--- config.mk ---
export PLATFORM = sky130hd
export DESIGN_NAME = ps2_frame_decoder
export DESIGN_NICKNAME = d
export VERILOG_FILES = /design/src/rtl/ps2_frame_decoder.sv
export SDC_FILE = /design/constraint.sdc
export NUM_CORES = 1
export LEC_CHECK = 0
export CAP_MARGIN = 20
export CORE_MARGIN = 1.5
export CORE_UTILIZATION = 57
export DETAILED_ROUTE_END_ITERATION = 12
export DONT_BUFFER_PORTS = 1
export HOLD_SLACK_MARGIN = 0.06
export PLACE_DENSITY = 0.75
export SKIP_LAST_GASP = 1
export SLEW_MARGIN = 30
export SYNTH_ARGS = -nofsm -noshare
export SYNTH_HDL_FRONTEND = slang
export SYNTH_SLANG_ARGS = --single-unit
--- constraint.sdc ---
create_clock -name clk -period 2.2 [get_ports clk]
set_clock_uncertainty 0.2 [all_clocks]
set_input_delay 0.44 -clock clk [delete_from_list [all_inputs] [get_ports clk]]
set_output_delay 0.44 -clock clk [all_outputs]
set_load 0.05 [all_outputs]
--- src/rtl/ps2_frame_decoder.sv ---
// PS/2 frame checker + scan-code-set-2 prefix FSM feeding a small event FIFO.
// Latency 1 from frameValid to evtValid; full FIFO drops new events (sticky overflowFlag).

module ps2_evt_fifo #(
  parameter int W     = 10,
  parameter int DEPTH = 4
) (
  input  logic         clk,
  input  logic         rst_n,
  input  logic         wr_vld,
  output logic         wr_rdy,
  input  logic [W-1:0] wr_dat,
  output logic         rd_vld,
  input  logic         rd_rdy,
  output logic [W-1:0] rd_dat
);
  localparam int AW = $clog2(DEPTH);
  localparam logic [AW:0] FULL_CNT = (AW+1)'(DEPTH);

  logic [W-1:0]  mem [DEPTH];
  logic [AW-1:0] wr_ptr, rd_ptr;
  logic [AW:0]   count;
  logic          push, pop;

  assign rd_vld = (count != '0);
  // A full FIFO still accepts a write when the head leaves on the same edge.
  assign wr_rdy = (count != FULL_CNT) || rd_rdy;
  assign push   = wr_vld && wr_rdy;
  assign pop    = rd_vld && rd_rdy;
  assign rd_dat = mem[rd_ptr];

  always_ff @(posedge clk or negedge rst_n) begin
    if (!rst_n) begin
      wr_ptr <= '0;
      rd_ptr <= '0;
      count  <= '0;
      for (int i = 0; i < DEPTH; i++) mem[i] <= '0;
    end else begin
      if (push) begin
        mem[wr_ptr] <= wr_dat;
        wr_ptr      <= wr_ptr + 1'b1;
      end
      if (pop) rd_ptr <= rd_ptr + 1'b1;
      case ({push, pop})
        2'b10:   count <= count + 1'b1;
        2'b01:   count <= count - 1'b1;
        default: count <= count;
      endcase
    end
  end
endmodule

module ps2_frame_decoder #(
  parameter int FIFO_DEPTH     = 4,
  parameter int TIMEOUT_CYCLES = 50000
) (
  input  logic       clk,
  input  logic       rst_n,
  input  logic       frameValid,
  input  logic [7:0] scanCode,
  input  logic       parityCheckBit,
  input  logic [1:0] commInitBits,
  input  logic       evtReady,
  input  logic       clearErr,
  output logic       evtValid,
  output logic [9:0] evtData,
  output logic [7:0] errorCount,
  output logic       overflowFlag,
  output logic       timeoutPulse
);
  typedef enum logic [1:0] {IDLE, EXT, BRK, EXT_BRK} state_t;

  localparam int TW = $clog2(TIMEOUT_CYCLES);
  localparam logic [TW-1:0] TO_LAST = TW'(TIMEOUT_CYCLES - 1);

  state_t        state, state_nxt;
  logic [TW-1:0] to_cnt, cnt_nxt;
  logic          frame_ok, is_e0, is_f0;
  logic          push_vld, push_rdy, err_evt, timeout;
  logic [9:0]    push_dat;

  assign frame_ok = !commInitBits[1] && commInitBits[0] && (^{scanCode, parityCheckBit});
  assign is_e0    = (scanCode == 8'hE0);
  assign is_f0    = (scanCode == 8'hF0);

  always_ff @(posedge clk or negedge rst_n) begin
    if (!rst_n) begin
      state  <= IDLE;
      to_cnt <= '0;
    end else begin
      state  <= state_nxt;
      to_cnt <= cnt_nxt;
    end
  end

  always_comb begin
    state_nxt = state;
    cnt_nxt   = to_cnt;
    push_vld  = 1'b0;
    push_dat  = 10'h000;
    err_evt   = 1'b0;
    timeout   = 1'b0;
    if (frameValid) begin
      cnt_nxt = '0;
      if (!frame_ok) begin
        err_evt   = 1'b1;
        state_nxt = IDLE;
      end else begin
        case (state)
          IDLE: begin
            if (is_e0)      state_nxt = EXT;
            else if (is_f0) state_nxt = BRK;
            else begin
              push_vld = 1'b1;
              push_dat = {2'b00, scanCode};
            end
          end
          EXT: begin
            if (is_f0)      state_nxt = EXT_BRK;
            else if (is_e0) state_nxt = EXT;
            else begin
              push_vld  = 1'b1;
              push_dat  = {2'b10, scanCode};
              state_nxt = IDLE;
            end
          end
          BRK: begin
            state_nxt = IDLE;
            if (is_e0 || is_f0) err_evt = 1'b1;
            else begin
              push_vld = 1'b1;
              push_dat = {2'b01, scanCode};
            end
          end
          EXT_BRK: begin
            state_nxt = IDLE;
            if (is_e0 || is_f0) err_evt = 1'b1;
            else begin
              push_vld = 1'b1;
              push_dat = {2'b11, scanCode};
            end
          end
          default: state_nxt = IDLE;
        endcase
      end
    end else if (state != IDLE) begin
      // A frame arriving on the expiry cycle takes the branch above instead.
      if (to_cnt == TO_LAST) begin
        timeout   = 1'b1;
        state_nxt = IDLE;
        cnt_nxt   = '0;
      end else begin
        cnt_nxt = to_cnt + 1'b1;
      end
    end else begin
      cnt_nxt = '0;
    end
  end

  assign timeoutPulse = timeout;

  ps2_evt_fifo #(.W(10), .DEPTH(FIFO_DEPTH)) u_fifo (
    .clk    (clk),
    .rst_n  (rst_n),
    .wr_vld (push_vld),
    .wr_rdy (push_rdy),
    .wr_dat (push_dat),
    .rd_vld (evtValid),
    .rd_rdy (evtReady),
    .rd_dat (evtData)
  );

  always_ff @(posedge clk or negedge rst_n) begin
    if (!rst_n) begin
      errorCount   <= 8'h00;
      overflowFlag <= 1'b0;
    end else if (clearErr) begin
      errorCount   <= 8'h00;
      overflowFlag <= 1'b0;
    end else begin
      if (err_evt && errorCount != 8'hFF) errorCount <= errorCount + 8'h01;
      if (push_vld && !push_rdy)          overflowFlag <= 1'b1;
    end
  end
endmodule

# [After elaboration in Yosys (flattened, before gate mapping)]
# Index checks and enable logic that the tools add are counted.
[word_totals] ff_bits=74 out_inout_bits=21
[classes] n_addsub=6 order_cmp=3 eq_ne=11 n_mux=47 n_bitwise=2 n_reduce_logical=22
[op_table] cell="10-bit 2-to-1 mux" count=8
[op_table] cell="16-bit 2-to-1 mux" count=3
[op_table] cell="40-bit bitwise mux" count=1
[op_table] cell="10-bit case mux with 4 select lines" count=1
[op_table] cell="8-bit 2-to-1 mux" count=4
[op_table] cell="10-bit binary-select mux with 2-bit select" count=1
[op_table] cell="10-bit demux with 2-bit select" count=1
[op_table] cell="1-bit 2-to-1 mux" count=17
[op_table] cell="16-bit by 1-bit adder with 16-bit output, second input constant" count=1
[op_table] cell="16-bit == test, second input constant" count=1
[op_table] cell="8-bit == test, second input constant" count=2
[op_table] cell="2-bit 2-to-1 mux" count=7
[op_table] cell="2-bit nonzero test" count=6
[op_table] cell="9-bit 2-to-1 mux" count=1
[op_table] cell="9-bit parity" count=1
[op_table] cell="8-bit by 1-bit adder with 8-bit output, second input constant" count=1
[op_table] cell="8-bit inequality test, second input constant" count=1
[op_table] cell="1-bit logical AND" count=7
[op_table] cell="2-bit == test, second input constant" count=3
[op_table] cell="3-bit greater-or-equal comparator, second input constant" count=2
[op_table] cell="2-bit inverter with 3-bit output" count=2
[op_table] cell="2-bit case mux with 3 select lines" count=1
[op_table] cell="3-bit case mux with 2 select lines" count=1
[op_table] cell="5-bit inequality test, second input constant" count=1
[op_table] cell="other kinds (13)" count=17

# [Depth between registers and ports, before layout]
[logic_depth] word_depth=9 depth_mapped=12 ltp_nobuf=10

# [Modules after synthesis]
# Synthesis repeated with hierarchy kept, for this count alone.
[unflattened] cells_unflattened=298 hier_area_um2=3873.7
[modules_own_cells] module="ps2_evt_fifo" instances=1 cells_each=133 area_each_um2=2329.7 seq_area_each_um2=1176.1
[modules_own_cells] module="ps2_frame_decoder" instances=1 cells_each=165 area_each_um2=1544.0 seq_area_each_um2=675.6

# [Worst setup path before layout]
# Ideal clock, no wire load.
[synth_timing] kind="input-to-reg" startpoint="in scanCode[4]" endpoint="reg u_fifo.count[2]" setup_ns=0.079 t_arrival_ns=2.632 slack_ns=-0.711 path_stages=12 path_buffers=2 cell_sequence="buf_2 xor3_1 and3_1 mux2_4 buf_6 nand2_1 ha_1 inv_1 fa_1 xor2_1 nor2_1 xor2_1"
[synth_between] elab_chain_len=9 elab_cells_between_ends=18 classes_between="eq/ne: 4; mux: 9; reduce/logical: 5"
[synth_rtl] element="start, declared" line="60" text="input logic [7:0] scanCode,"
[synth_rtl] element="8-bit == test (on tied branches)" line="83, 84"
[synth_rtl] element="1-bit 2-to-1 mux (tied with other cells)" line="120" text="else if (is_e0) state_nxt = EXT;"
[synth_rtl] element="1-bit 2-to-1 mux (on tied branches)"
[synth_rtl] element="1-bit case mux with 3 select lines" line="109" text="case (state)"
[synth_rtl] element="1-bit 2-to-1 mux (*)" line="105" text="if (!frame_ok) begin"
[synth_rtl] element="1-bit 2-to-1 mux (*)" line="103" text="if (frameValid) begin"
[synth_rtl] element="1-bit logical AND (*)" line="28" text="assign push = wr_vld && wr_rdy;"
[synth_rtl] element="2-bit by 1-bit == test with 1-bit output or 2-bit == test (tied branches)" line="44" text="case ({push, pop})"
[synth_rtl] element="3-bit case mux with 2 select lines or 2-bit nonzero test (tied branches)"
[synth_rtl] element="end signal, assigned" line="45" text="2'b10: count <= count + 1'b1;"
[synth_rtl] element="end signal, assigned" line="46" text="2'b01: count <= count - 1'b1;"
[synth_rtl] element="end signal, assigned" line="47" text="default: count <= count;"
[synth_rtl] element="end, declared" line="22" text="logic [AW:0] count;"
# Every way passes the cells marked *; elsewhere a longest branch is shown, timed or not.
# A chain may end at the register's enable or synchronous reset.

# [Worst setup path in the final report]
[layout_timing] startpoint="reg to_cnt[1]" endpoint="out timeoutPulse"
[layout_between] elab_chain_len=4
[layout_rtl] element="start, declared" line="77" text="logic [TW-1:0] to_cnt, cnt_nxt;"
[layout_rtl] element="start signal, assigned" line="92" text="to_cnt <= cnt_nxt;"
[layout_rtl] element="16-bit == test" line="148" text="if (to_cnt == TO_LAST) begin"
[layout_rtl] element="1-bit 2-to-1 mux" line="148"
[layout_rtl] element="1-bit 2-to-1 mux" line="146" text="end else if (state != IDLE) begin"
[layout_rtl] element="1-bit 2-to-1 mux" line="103"
[layout_rtl] element="end, declared" line="69" text="output logic timeoutPulse"
# No other way between the ends.

==> impl_metrics.toml <==
[drt]
dr_total_vias = 2435
wl_um = 7559
wire_per_inst_um = 17.79
ant_nets = 0
drt_iter0_markers = 139
vias_per_cell = 5.729
drtPass1Iterations = 4
route.detailed.drc = 0

[critical_path]
reg2reg_depth = 6
path_max_fanout = 2
regToRegStartpoint = "state[1]$_DFFE_PN0P_"
reg2reg_slack_ns = -0.06
r2r-end = "errorCount[6]$_DFFE_PN0P_"
cpPeakStageDelay_ns = 0.36
path_cells = "ha_2 > nand3_2 > nor4_4 > buf_4 > nand3_4 > nor2_4 > buf_12"
start_kind = "flip-flop"
slowest_stage = "dfrtp_1"
cp-end-kind = "output pin"
critPathKind = "flip-flop to output pin"
required_ns = 1.56
crit_arrival_ns = 1.67

[place]
io_buffers = 0
gp_congestion = 0.7603
dp_hpwl_um = 4912
placed_cell_area_um2 = 4192
dp_worst_setup_slack_ns = -0.4710

[floorplan]
core-area_um2 = 6314
die_y_um = 83.60
io_pins = 37
start_util = 0.5864
die_area_um2 = 6988
rows = 29
die_w_um = 83.60

[global_route]
grt_max_degree = 75
antenna_found_initial = 0
grt_pass1_wl_um = 12560
grt_util_all_layers = 0.2297
first_global_vias = 2594
grt_overflow = 0

[power]
peakVddDrop_mv = 0.7611
p_seq_frac = 0.403
pwr_density_cell_nw_per_um2 = 936.5
p_int_mw = 2.902
p_switching_mw = 1.408
power.leakage_nw = 2.126
pwr-share-clk = 0.275
netSwitchingFraction = 0.3268
pwr-share-comb = 0.322
p_total_mw = 4.310

[timing]
report.final.slew_viol_count = 0
fmax_mhz = 433.3
max-slew-margin-rel = 0.6754
fin_crit_ns = 2.308
fin_crit_sh = 1.049
setup_slack_ns = -0.1080
timing.hold.ws_ns = -0.4249
worstMarginPinSlew_ns = 0.4868
rsz0062_at_grt = "true"
hold_violations = 74
fin_tns_setup_ns = -0.3818
setup_viol = 12

[clock_tree]
cts.sinks = 74
clockRootBuffer = "clkbuf_8"
cts_tree = "built"
htree_levels = 3
clockBufferDepth = 2
cts_hold_buf = 5
clock_latency_ns = 0.34
clkTransAtPathRegs_ns = 0.09
cts_buffers = 9

[synth]
async_flop_share = 1.000
syn_avg_cell_area_um2 = 12.55
synth_edf_count = 0
ys_seq_area_frac = 0.5002
syn_inst = 295
synth_top_family_by_area = "multiplexers"
yosysWarnings = 0
synthSimpleGateAreaFrac = 0.1406
synth-compound-area-share = 0.02805
netlist_area_um2 = 3702
yosysUniqueCellTypes = 43
synth-seq-cells = 74
synthXorXnorAreaFrac = 0.07300
syn_nets = 319
synthMuxAreaShare = 0.2068
synthAdderAreaFrac = 0.02906
ys.flop_type = "dfrtp_1"

[layout]
drive_gt1_frac = 0.4109
area_growth_pct = 24.30
regArea_um2 = 1853
fillers = 443
layout_commonest_cell = "dfrtp_1"
multi_input_area_um2 = 1966
final_cell_mix = "73 x dfrtp_1, 34 x buf_4, 26 x nor2_1, 26 x mux2_2, 19 x mux2_4"
fin_nets = 367
finalInstanceArea_um2 = 4602
antenna_cells = 0

[run_status]
violations = "hold timing, setup timing"
status = "complete, but fails checks"

[hold_path]
min_path_type = "input pin to async pin"

[flow_run]
max-cap-violations = 0
## metal layers
layer	up-vias	share of wire	track usage
met4	0	0.019	0.07303
met3	16	0.038	0.05638
li1	1141	-	-
met1	1224	0.44	0.3025
met2	54	0.50	0.3783
met5	-	0	0
## what timing repair did
item                       CTS  global route
gates cloned                 1             0
hold endpoints to repair    97            74
setup endpoints to repair   16            27
buffers inserted             5             3
pin swaps                   11             5
gates resized for setup     11            12
## power groups by stage
stage | Clock, mW | Combinational [mW] | Sequential [mW]
final | 1.18 | 1.39 | 1.74
after global routing | 1.26 | 1.48 | 1.77
after CTS | 1.21 | 1.43 | 1.74
after detailed placement | 0 | 1.31 | 1.75
after global placement | 0 | 1.27 | 1.74
after floorplan | 0 | 1.05 | 1.73
## cells by family (layout without fill, tap and decap cells)
kind of cell / Yosys count / after routing
AOI/OAI and AO/OA: 17 / 17
xor gates and xnor gates: 26 / 26
adders and majority gates: 8 / 8
buffers and inverters: 19 / 72
DFF: 74 / 74
muxes: 58 / 58
and+or+nand+nor: 93 / 93
## synthesized netlist by cell type, types with 2 or more instances
| cell type | instances | area, um^2 |
|---|---|---|
| and2_4 | 4 | 35.03 |
| nor3_1 | 3 | 15.01 |
| nor4_1 | 2 | 12.51 |
| xor2_1 | 11 | 96.34 |
| nor2b_1 | 5 | 31.28 |
| nor2_1 | 27 | 101.4 |
| buf_2 | 2 | 10.01 |
| a31oi_1 | 2 | 12.51 |
| nor4b_1 | 3 | 26.28 |
| nand3_2 | 2 | 20.02 |
| xnor3_1 | 2 | 45.04 |
| mux4_2 | 10 | 225.2 |
| clkbuf_1 | 4 | 15.01 |
| nand2b_1 | 3 | 18.77 |
| or3_1 | 5 | 31.28 |
| o21ai_0 | 5 | 25.02 |
| mux2i_1 | 3 | 30.03 |
| nand3_4 | 2 | 35.03 |
| o211ai_1 | 2 | 15.01 |
| nand2_1 | 15 | 56.30 |
| inv_1 | 10 | 37.54 |
| dfrtp_1 | 74 | 1852 |
| nand3_1 | 6 | 30.03 |
| xnor2_1 | 12 | 105.1 |
| mux2_2 | 44 | 495.5 |
| and3_1 | 6 | 37.54 |
| ha_1 | 7 | 87.58 |
| a21oi_1 | 5 | 25.02 |
| nand4_1 | 5 | 31.28 |
## metrics by stage
| stage | utilization | hold WS (ns) | cells |
|---|---|---|---|
| finish | 0.7289 | -0.4249 | 425 |
| global route | 0.7289 | -0.4482 | 425 |
| CTS | 0.7249 | -0.4406 | 424 |
| detailed placement | 0.6639 | -0.05423 | 397 |
| global placement | 0.6639 | -0.05428 | 397 |
| floorplan | - | -0.05559 | 295 |
## state kept, by name, summed over array words and instances, names as in the netlist
| signal | cells |
|---|---|
| u_fifo.count | 3 |
| u_fifo.wr_ptr | 2 |
| u_fifo.mem | 40 |
| overflowFlag | 1 |
| u_fifo.rd_ptr | 2 |
| errorCount | 8 |
| state | 2 |
| to_cnt | 16 |
## worst max-delay path, delay by kind of cell, from the launching register on
| family | cells | cell delay [ns] |
|---|---|---|
| DFF | 1 | 0.36 |
| buffers and inverters | 2 | 0.31 |
| and+or+nand+nor | 4 | 0.47 |
| adders and majority gates | 1 | 0.19 |
## how the worst max path moves through the flow
| stage | cells past startpoint | from | endpoint | slack (ns) |
|---|---|---|---|---|
| after floorplan | 11 | scanCode[0] | u_fifo.count[2]$_DFFE_PN0P_ | -0.52 |
| after global placement | 10 | scanCode[0] | u_fifo.count[2]$_DFFE_PN0P_ | -0.39 |
| after detailed placement | 10 | scanCode[0] | u_fifo.count[2]$_DFFE_PN0P_ | -0.47 |
| after CTS | 7 | to_cnt[1]$_DFF_PN0_ | timeoutPulse | -0.17 |
| after global routing | 7 | to_cnt[0]$_DFF_PN0_ | timeoutPulse | -0.23 |
| final | 7 | to_cnt[1]$_DFF_PN0_ | timeoutPulse | -0.11 |
## area by class of cell
cell class	instances	area share
clock buffer	9	0.02692
clock inverter	7	0.02148
inverter	10	0.008157
multi-input combinational	202	0.4271
sequential	74	0.4027
tap	77	0.02094
timing repair buffer	46	0.09271
Power figures use the tool's default switching activity.
